## config.mk

```make
export PLATFORM = sky130hd
export DESIGN_NAME = mvau_stream_acc_out
export DESIGN_NICKNAME = d
export VERILOG_FILES = /design/src/rtl/mvau_stream_acc_out_pkg.sv /design/src/rtl/mvau_stream_out_fifo.sv /design/src/rtl/mvau_stream_acc_out.sv
export SDC_FILE = /design/constraint.sdc
export NUM_CORES = 1
export LEC_CHECK = 0
export BUFFER_PORTS_ARGS = -buffer_cell sky130_fd_sc_hd__buf_2
export CAP_MARGIN = 40
export CORE_MARGIN = 2
export CORE_UTILIZATION = 55
export CTS_CLUSTER_SIZE = 25
export DETAILED_ROUTE_END_ITERATION = 8
export GPL_ROUTABILITY_DRIVEN = 0
export HOLD_SLACK_MARGIN = 0.08
export PLACE_DENSITY = 0.86
export SLEW_MARGIN = 10
export SYNTH_ARGS = -nofsm -noshare
export SYNTH_HDL_FRONTEND = slang
export SYNTH_SLANG_ARGS = --single-unit
```

## constraint.sdc

```tcl
create_clock -name clk -period 2.9 [get_ports clk]
set_input_delay 0.29 -clock clk [delete_from_list [all_inputs] [get_ports clk]]
set_output_delay 0.29 -clock clk [all_outputs]
set_load 0.01 [all_outputs]
```

## src/rtl/mvau_stream_acc_out_pkg.sv

```systemverilog
// Shared MVAU definitions: parameterised accumulator lane type and sign-extension helper.
`define MVAU_ACC_LANE_T(W) logic signed [(W)-1:0]

package mvau_defn;

  localparam int SEXT_W = 64;

  // Sign-extend the low w bits of v to SEXT_W bits; callers truncate to their lane width.
  function automatic logic [SEXT_W-1:0] sext(input logic [SEXT_W-1:0] v, input int w);
    logic signed [SEXT_W-1:0] t;
    t = $signed(v << (SEXT_W - w));
    return t >>> (SEXT_W - w);
  endfunction

endpackage

```

## src/rtl/mvau_stream_out_fifo.sv

```systemverilog
// Generic synchronous FIFO, registered read head (rdata = oldest entry), storage cleared on reset.
// Push when full and pop when empty are ignored; pointers wrap naturally at power-of-two DEPTH.
module mvau_stream_out_fifo #(
  parameter int WIDTH = 48,
  parameter int DEPTH = 2
) (
  input  logic                       clk,
  input  logic                       rst_n,
  input  logic                       push,
  input  logic                       pop,
  input  logic [WIDTH-1:0]           wdata,
  output logic [WIDTH-1:0]           rdata,
  output logic [$clog2(DEPTH):0]     count,
  output logic                       full,
  output logic                       empty
);

  localparam int AW = $clog2(DEPTH);

  logic [WIDTH-1:0] mem [DEPTH];
  logic [AW-1:0]    wr_ptr;
  logic [AW-1:0]    rd_ptr;
  logic             do_push;
  logic             do_pop;

  assign full    = (count == (AW + 1)'(DEPTH));
  assign empty   = (count == '0);
  assign do_push = push & ~full;
  assign do_pop  = pop & ~empty;
  assign rdata   = mem[rd_ptr];

  always_ff @(posedge clk or negedge rst_n) begin
    if (!rst_n) begin
      for (int i = 0; i < DEPTH; i++) mem[i] <= '0;
      wr_ptr <= '0;
      rd_ptr <= '0;
      count  <= '0;
    end else begin
      if (do_push) begin
        mem[wr_ptr] <= wdata;
        wr_ptr      <= wr_ptr + 1'b1;
      end
      if (do_pop) rd_ptr <= rd_ptr + 1'b1;
      case ({do_push, do_pop})
        2'b10:   count <= count + 1'b1;
        2'b01:   count <= count - 1'b1;
        default: count <= count;
      endcase
    end
  end

endmodule

```

## src/rtl/mvau_stream_acc_out.sv

```systemverilog
// MVAU output stage: accumulates SF partial-sum beats per PE lane, queues finished vectors.
// Vector valid the cycle after the last beat is accepted; in_rdy drops only while the FIFO is full.
module mvau_stream_acc_out
  import mvau_defn::*;
#(
  parameter int PE    = 2,
  parameter int TSRC  = 16,
  parameter int TDST  = 24,
  parameter int DEPTH = 2
) (
  input  logic                 clk,
  input  logic                 rst_n,
  input  logic                 in_v,
  input  logic                 in_last,
  input  logic [PE*TSRC-1:0]   in_d,
  output logic                 in_rdy,
  output logic                 out_v,
  input  logic                 out_rdy,
  output logic [PE*TDST-1:0]   out_d
);

  typedef `MVAU_ACC_LANE_T(TDST) acc_lane_t;

  logic                    first_q;
  logic [PE*TDST-1:0]      acc_q;
  logic [PE*TDST-1:0]      sum_d;
  acc_lane_t               ext_l;
  acc_lane_t               sum_l;
  logic                    accept;
  logic                    push;
  logic                    pop;
  logic                    fifo_full;
  logic                    fifo_empty;
  logic [$clog2(DEPTH):0]  fifo_count;

  assign in_rdy = ~fifo_full;
  assign out_v  = ~fifo_empty;
  assign accept = in_v & in_rdy;
  assign push   = accept & in_last;
  assign pop    = out_v & out_rdy;

  // First beat of a fold loads the lane directly so stale acc_q never leaks into a new fold.
  always_comb begin
    sum_d = '0;
    ext_l = '0;
    sum_l = '0;
    for (int p = 0; p < PE; p++) begin
      ext_l = TDST'(sext(SEXT_W'(in_d[p*TSRC +: TSRC]), TSRC));
      sum_l = first_q ? ext_l : acc_lane_t'(acc_q[p*TDST +: TDST]) + ext_l;
      sum_d[p*TDST +: TDST] = sum_l;
    end
  end

  always_ff @(posedge clk or negedge rst_n) begin
    if (!rst_n) begin
      first_q <= 1'b1;
      acc_q   <= '0;
    end else if (accept) begin
      if (in_last) begin
        first_q <= 1'b1;
      end else begin
        first_q <= 1'b0;
        acc_q   <= sum_d;
      end
    end
  end

  mvau_stream_out_fifo #(
    .WIDTH (PE*TDST),
    .DEPTH (DEPTH)
  ) u_fifo (
    .clk   (clk),
    .rst_n (rst_n),
    .push  (push),
    .pop   (pop),
    .wdata (sum_d),
    .rdata (out_d),
    .count (fifo_count),
    .full  (fifo_full),
    .empty (fifo_empty)
  );

endmodule

```

==> reports/summary.md <==
The core region is 15,890 um2. The largest total area in the synthesized netlist belongs to sky130_fd_sc_hd__dfrtp_1. The critical path goes through ha_1 -> inv_1 -> fa_1 -> nand2b_1 -> a21oi_2 -> a21oi_2 -> nand3_1 -> o21a_1 -> a21oi_1 -> xnor2_1 -> a21boi_0 -> o21ai_0. After detailed routing, the number of vias per cell comes to 5.787. The y dimension of the die was 131.3 um. The run finished with clean final reports. The clock tree synthesis step divided the H-tree into 4 levels. Yosys mapped a number of flops with a built-in enable equal to 0. The prevailing post-synth register cell was sky130_fd_sc_hd__dfrtp_1. Detail-routed net length per standard cell: 16.22 um.

After layout, the worst setup slack is 0.1364 ns. For the worst setup path, the data required time is 3.17 ns. Combinational logic burns 52.6% of the power. The overall global routing resource usage came out at 24.80%. Detailed routing inserted a total of 7,431 vias.

The setup check on the worst reg-to-reg path leaves a slack of 0.14 ns. Root buffer cell: sky130_fd_sc_hd__clkbuf_16. The longest clock path from root to sink contains 2 buffers. The cell area that synthesis handed to floorplanning was 8907 um2. Along the worst path, the maximum fanout reaches 4. For this design the total switching power over the nets is 0.005196 W.

The netlist uses 64 different library cells. Ranked by total cell area, the synthesized netlist is headed by sky130_fd_sc_hd__dfrtp_1 42%, sky130_fd_sc_hd__mux2_2 8.3%, sky130_fd_sc_hd__o21ai_0 8.2%, sky130_fd_sc_hd__nand2_1 7.2%, sky130_fd_sc_hd__ha_1 6.6%. The largest individual stage delay along the critical path comes from the cell sky130_fd_sc_hd__a21boi_0.

The run gives 4.912 nW as the static power due to leakage. Of the synthesized area, sequential elements account for 41.87%. TritonCTS built the clock tree.

In the synthesized netlist the async set-or-reset flop fraction comes to 100.0%. For the number of global-route vias before repair, the log shows 7,307. The tree built by TritonCTS fans out to 149 sinks. For the pin with the worst max-slew slack, the measured transition is 0.6800 ns.

The number of port buffers was 86; the number of CTS-inserted buffers was 17. Tracing the worst setup path back leads to its startpoint at acc_q[0]. The tools report the number of nets at the end of the flow as 1,141. Adding up every negative setup slack in the final design gives 0 ns. The later pin in the worst-skew pair is clocked with a latency of 0.43 ns. Once detailed placement completed, the half-perimeter wirelength came to 14.23 mm.

The number of antenna violations at the first check in global routing came out at 0. Dividing total power by cell area gives a power density of 1228 nW/um2. Wires add up to 20.82 mm.

The tools report the worst setup path endpoint as u_fifo.mem[66]. The total congestion overflow after global routing was 0; the post-CTS clock slew at the launch and capture registers of the worst setup and hold paths was 0.06 ns. Cells with a size suffix above 1 make up 22.47% of the layout. Across the run, the number of max-cap violations was 0.

The top-area cell type share of the netlist area works out to 41.58%. The tools report the internal power summed over all cells as 0.007439 W. The worst path arrival time came out at 3.04 ns. For the number of standard-cell rows in the floorplan, the log shows 46. Element type at the critical path end: a flip-flop.

Across the routed clock network, the largest skew measured is 0.01093 ns. The Yosys step of the flow raised 0 warnings. The worst register-to-register path has a depth of 12. For this run, the slowest stage of the critical path takes 0.42 ns. Measured along the x axis, the die boundary spans 131.3 um. The per-instance average area after synthesis is 9.136 um2, and the post-synthesis net count is 1,061.

Per report_power, the sequential group accounts for 29.1% of the total. Relative to the synthesized area, the layout overhead comes to 15.52%. The tools report the fill cell total of the finished layout as 1,222. The clock group share of total power was 18.3%. The start point of the worst min-delay path was in_v.

The worst slew margin relative to its limit was 54.67%; the wire length of the first global-routing pass was 35.29 mm. The share of total power consumed by net switching is 41.12%. The critical path in this run is classified as reg2reg.

In this run the critical register-to-register path is launched from acc_q[0]. Total of endpoints with negative setup slack in the final report: 0. The effective utilization at floorplan came out at 56.07%. The detail route stage leaves a number of antenna-violating nets equal to 0.

Entering global routing, the biggest net connects 76 pins. The number of max-slew violations in the final report is 0, and the overall die area is 17,230 um2. Endpoint of the lowest-slack register-to-register path: u_fifo.mem[66].

The antenna diode instance count was 0; the remaining design rule violation count was 0. For this run, the detailed router's first-pass iteration total came to 5. Type of the most critical hold path: in2reg. Worst ir drop on vdd: 0.0005796 V. The I/O pin total came out at 87.

The post-synthesis cell count was 975. Based on the critical path, the design can be clocked at up to 361.8 MHz. For the finished layout, the period the worst path requires is 2.764 ns.

The count of final hold-check violations was 0; the post-synthesis sequential element count was 149. In this run, the number of DRC markers left after iteration 0 of detailed routing was 711. Before CTS, the worst setup slack after placement is -0.03595 ns. Most numerous cell on the critical path: sky130_fd_sc_hd__a21oi_2. The startpoint type of the worst setup path is a flip-flop. The worst path uses 95.30% of the clock period.
-- final cells by class --
cell class	instances	area [um2]	area share [%]
Clock buffer	23	467.9	4.548
Clock inverter	9	151.4	1.471
Sequential cell	149	3731	36.26
Inverter	14	52.55	0.5107
Multi-Input combinational cell	757	4920	47.81
Timing Repair Buffer	116	696.9	6.773
Tap cell	216	270.3	2.626
-- cells in the mapped netlist, types with 6 or more instances --
cell                       number
sky130_fd_sc_hd__dfrtp_1      148
sky130_fd_sc_hd__nand2b_1       8
sky130_fd_sc_hd__nor2_1        61
sky130_fd_sc_hd__nand3_1        7
sky130_fd_sc_hd__a21oi_1       56
sky130_fd_sc_hd__inv_1         14
sky130_fd_sc_hd__nor3_1        12
sky130_fd_sc_hd__nor2b_1        9
sky130_fd_sc_hd__nand4_1        9
sky130_fd_sc_hd__o21a_1         7
sky130_fd_sc_hd__a21o_1        15
sky130_fd_sc_hd__xnor2_1       22
sky130_fd_sc_hd__a31oi_1        7
sky130_fd_sc_hd__mux2i_1       16
sky130_fd_sc_hd__buf_1          6
sky130_fd_sc_hd__o21ai_0      146
sky130_fd_sc_hd__clkbuf_1      41
sky130_fd_sc_hd__xor2_1        19
sky130_fd_sc_hd__mux2_2        66
sky130_fd_sc_hd__a211oi_1      12
sky130_fd_sc_hd__a21boi_0       6
sky130_fd_sc_hd__ha_1          47
sky130_fd_sc_hd__nand2_1      171
-- layer usage --
layer	global-route usage, %	vias to the layer above	wire length, um
li1	-	3593	-
met1	33.02	3547	9181
met2	40.50	245	10010
met3	5.324	46	1176
met4	8.333	0	454
met5	0	-	0
-- how the worst min path moves through the flow --
stage / end / depth (start not counted) / slack, ns
3_5_place_dp: u_fifo.mem[10] / 1 / 0.36
4_1_cts: first_q / 4 / 0.16
2_1_floorplan: acc_q[0] / 0 / -0.006
6_report: first_q / 4 / 0.16
5_1_grt: first_q / 4 / 0.19
3_3_place_gp: u_fifo.mem[11] / 1 / 0.35
-- cell usage in the layout (no fill, tap or decap), types with 5 or more instances in the layout --
cell	instances
sky130_fd_sc_hd__ha_1	47
sky130_fd_sc_hd__o21ai_1	8
sky130_fd_sc_hd__o21bai_1	5
sky130_fd_sc_hd__clkbuf_16	17
sky130_fd_sc_hd__o21ai_0	140
sky130_fd_sc_hd__mux2_2	66
sky130_fd_sc_hd__a21boi_0	5
sky130_fd_sc_hd__nand4_1	9
sky130_fd_sc_hd__o21a_1	7
sky130_fd_sc_hd__nor3_1	12
sky130_fd_sc_hd__mux2i_1	16
sky130_fd_sc_hd__nand2_1	171
sky130_fd_sc_hd__a21oi_1	53
sky130_fd_sc_hd__buf_2	85
sky130_fd_sc_hd__xnor2_1	22
sky130_fd_sc_hd__dfrtp_1	147
sky130_fd_sc_hd__nor2b_1	7
sky130_fd_sc_hd__a31oi_1	7
sky130_fd_sc_hd__nor2_1	61
sky130_fd_sc_hd__nand2b_1	8
sky130_fd_sc_hd__a211oi_1	10
sky130_fd_sc_hd__xor2_1	19
sky130_fd_sc_hd__nand3_1	7
sky130_fd_sc_hd__inv_1	14
sky130_fd_sc_hd__buf_4	26
sky130_fd_sc_hd__a21o_1	15
-- worst max-delay path, delay by kind of cell, from the launching register on --
kind | cells | cell delay [ns]
compound gates | 6 | 1.24
xor+xnor | 1 | 0.13
fa+ha+maj | 2 | 0.57
buf+inv | 1 | 0.06
flops | 1 | 0.35
simple gates | 2 | 0.28
-- kinds of logic after synthesis --
| kind of cell | Yosys count | synth area share, % |
|---|---|---|
| flip-flops | 149 | 41.87 |
| AO/OA/AOI/OAI | 286 | 18.99 |
| multiplexers | 82 | 10.14 |
| adder cells (fa/ha/maj) | 49 | 7.052 |
| XOR/XNOR | 41 | 4.031 |
| buffers and inverters | 69 | 3.427 |
| AND/OR/NAND/NOR | 299 | 14.48 |
-- power groups by stage --
stage | clock network, W | registers [W] | logic [W]
CTS | 0.00233 | 0.00366 | 0.00654
finish | 0.00232 | 0.00367 | 0.00665
floorplan | 0 | 0.00342 | 0.00490
global route | 0.00244 | 0.00380 | 0.00741
detailed placement | 0 | 0.00368 | 0.00642
global placement | 0 | 0.00361 | 0.00622
-- registers in the layout (all words and copies together) (netlist names) --
name,count
u_fifo.rd_ptr,1
u_fifo.count,2
first_q,1
u_fifo.wr_ptr,1
acc_q,48
u_fifo.mem,96
-- metrics by stage --
step / utilization (%) / cell area, um2 / hold slack [ns] / instances / total power (W)
2_1_floorplan: - / 8907 / -0.005591 / 975 / 0.008324
3_5_place_dp: 60.47 / 9605 / 0.3576 / 1250 / 0.01010
5_1_grt: 64.78 / 10290 / 0.1874 / 1284 / 0.01364
3_3_place_gp: 60.37 / 9590 / 0.3535 / 1249 / 0.009835
6_report: 64.78 / 10290 / 0.1617 / 1284 / 0.01264
4_1_cts: 64.46 / 10240 / 0.1594 / 1283 / 0.01253
-- repair_timing --
action / in CTS / in global routing
gates resized for setup: 2 / 17
buffers inserted: 0 / 1
pin swaps: 0 / 3
endpoints found under the hold margin: 72 / 0
gates cloned: 0 / 0
hold buffers: 1 / 0
endpoints found under the setup margin: 6 / 30
No activity file was read; power rests on OpenSTA's default activity.
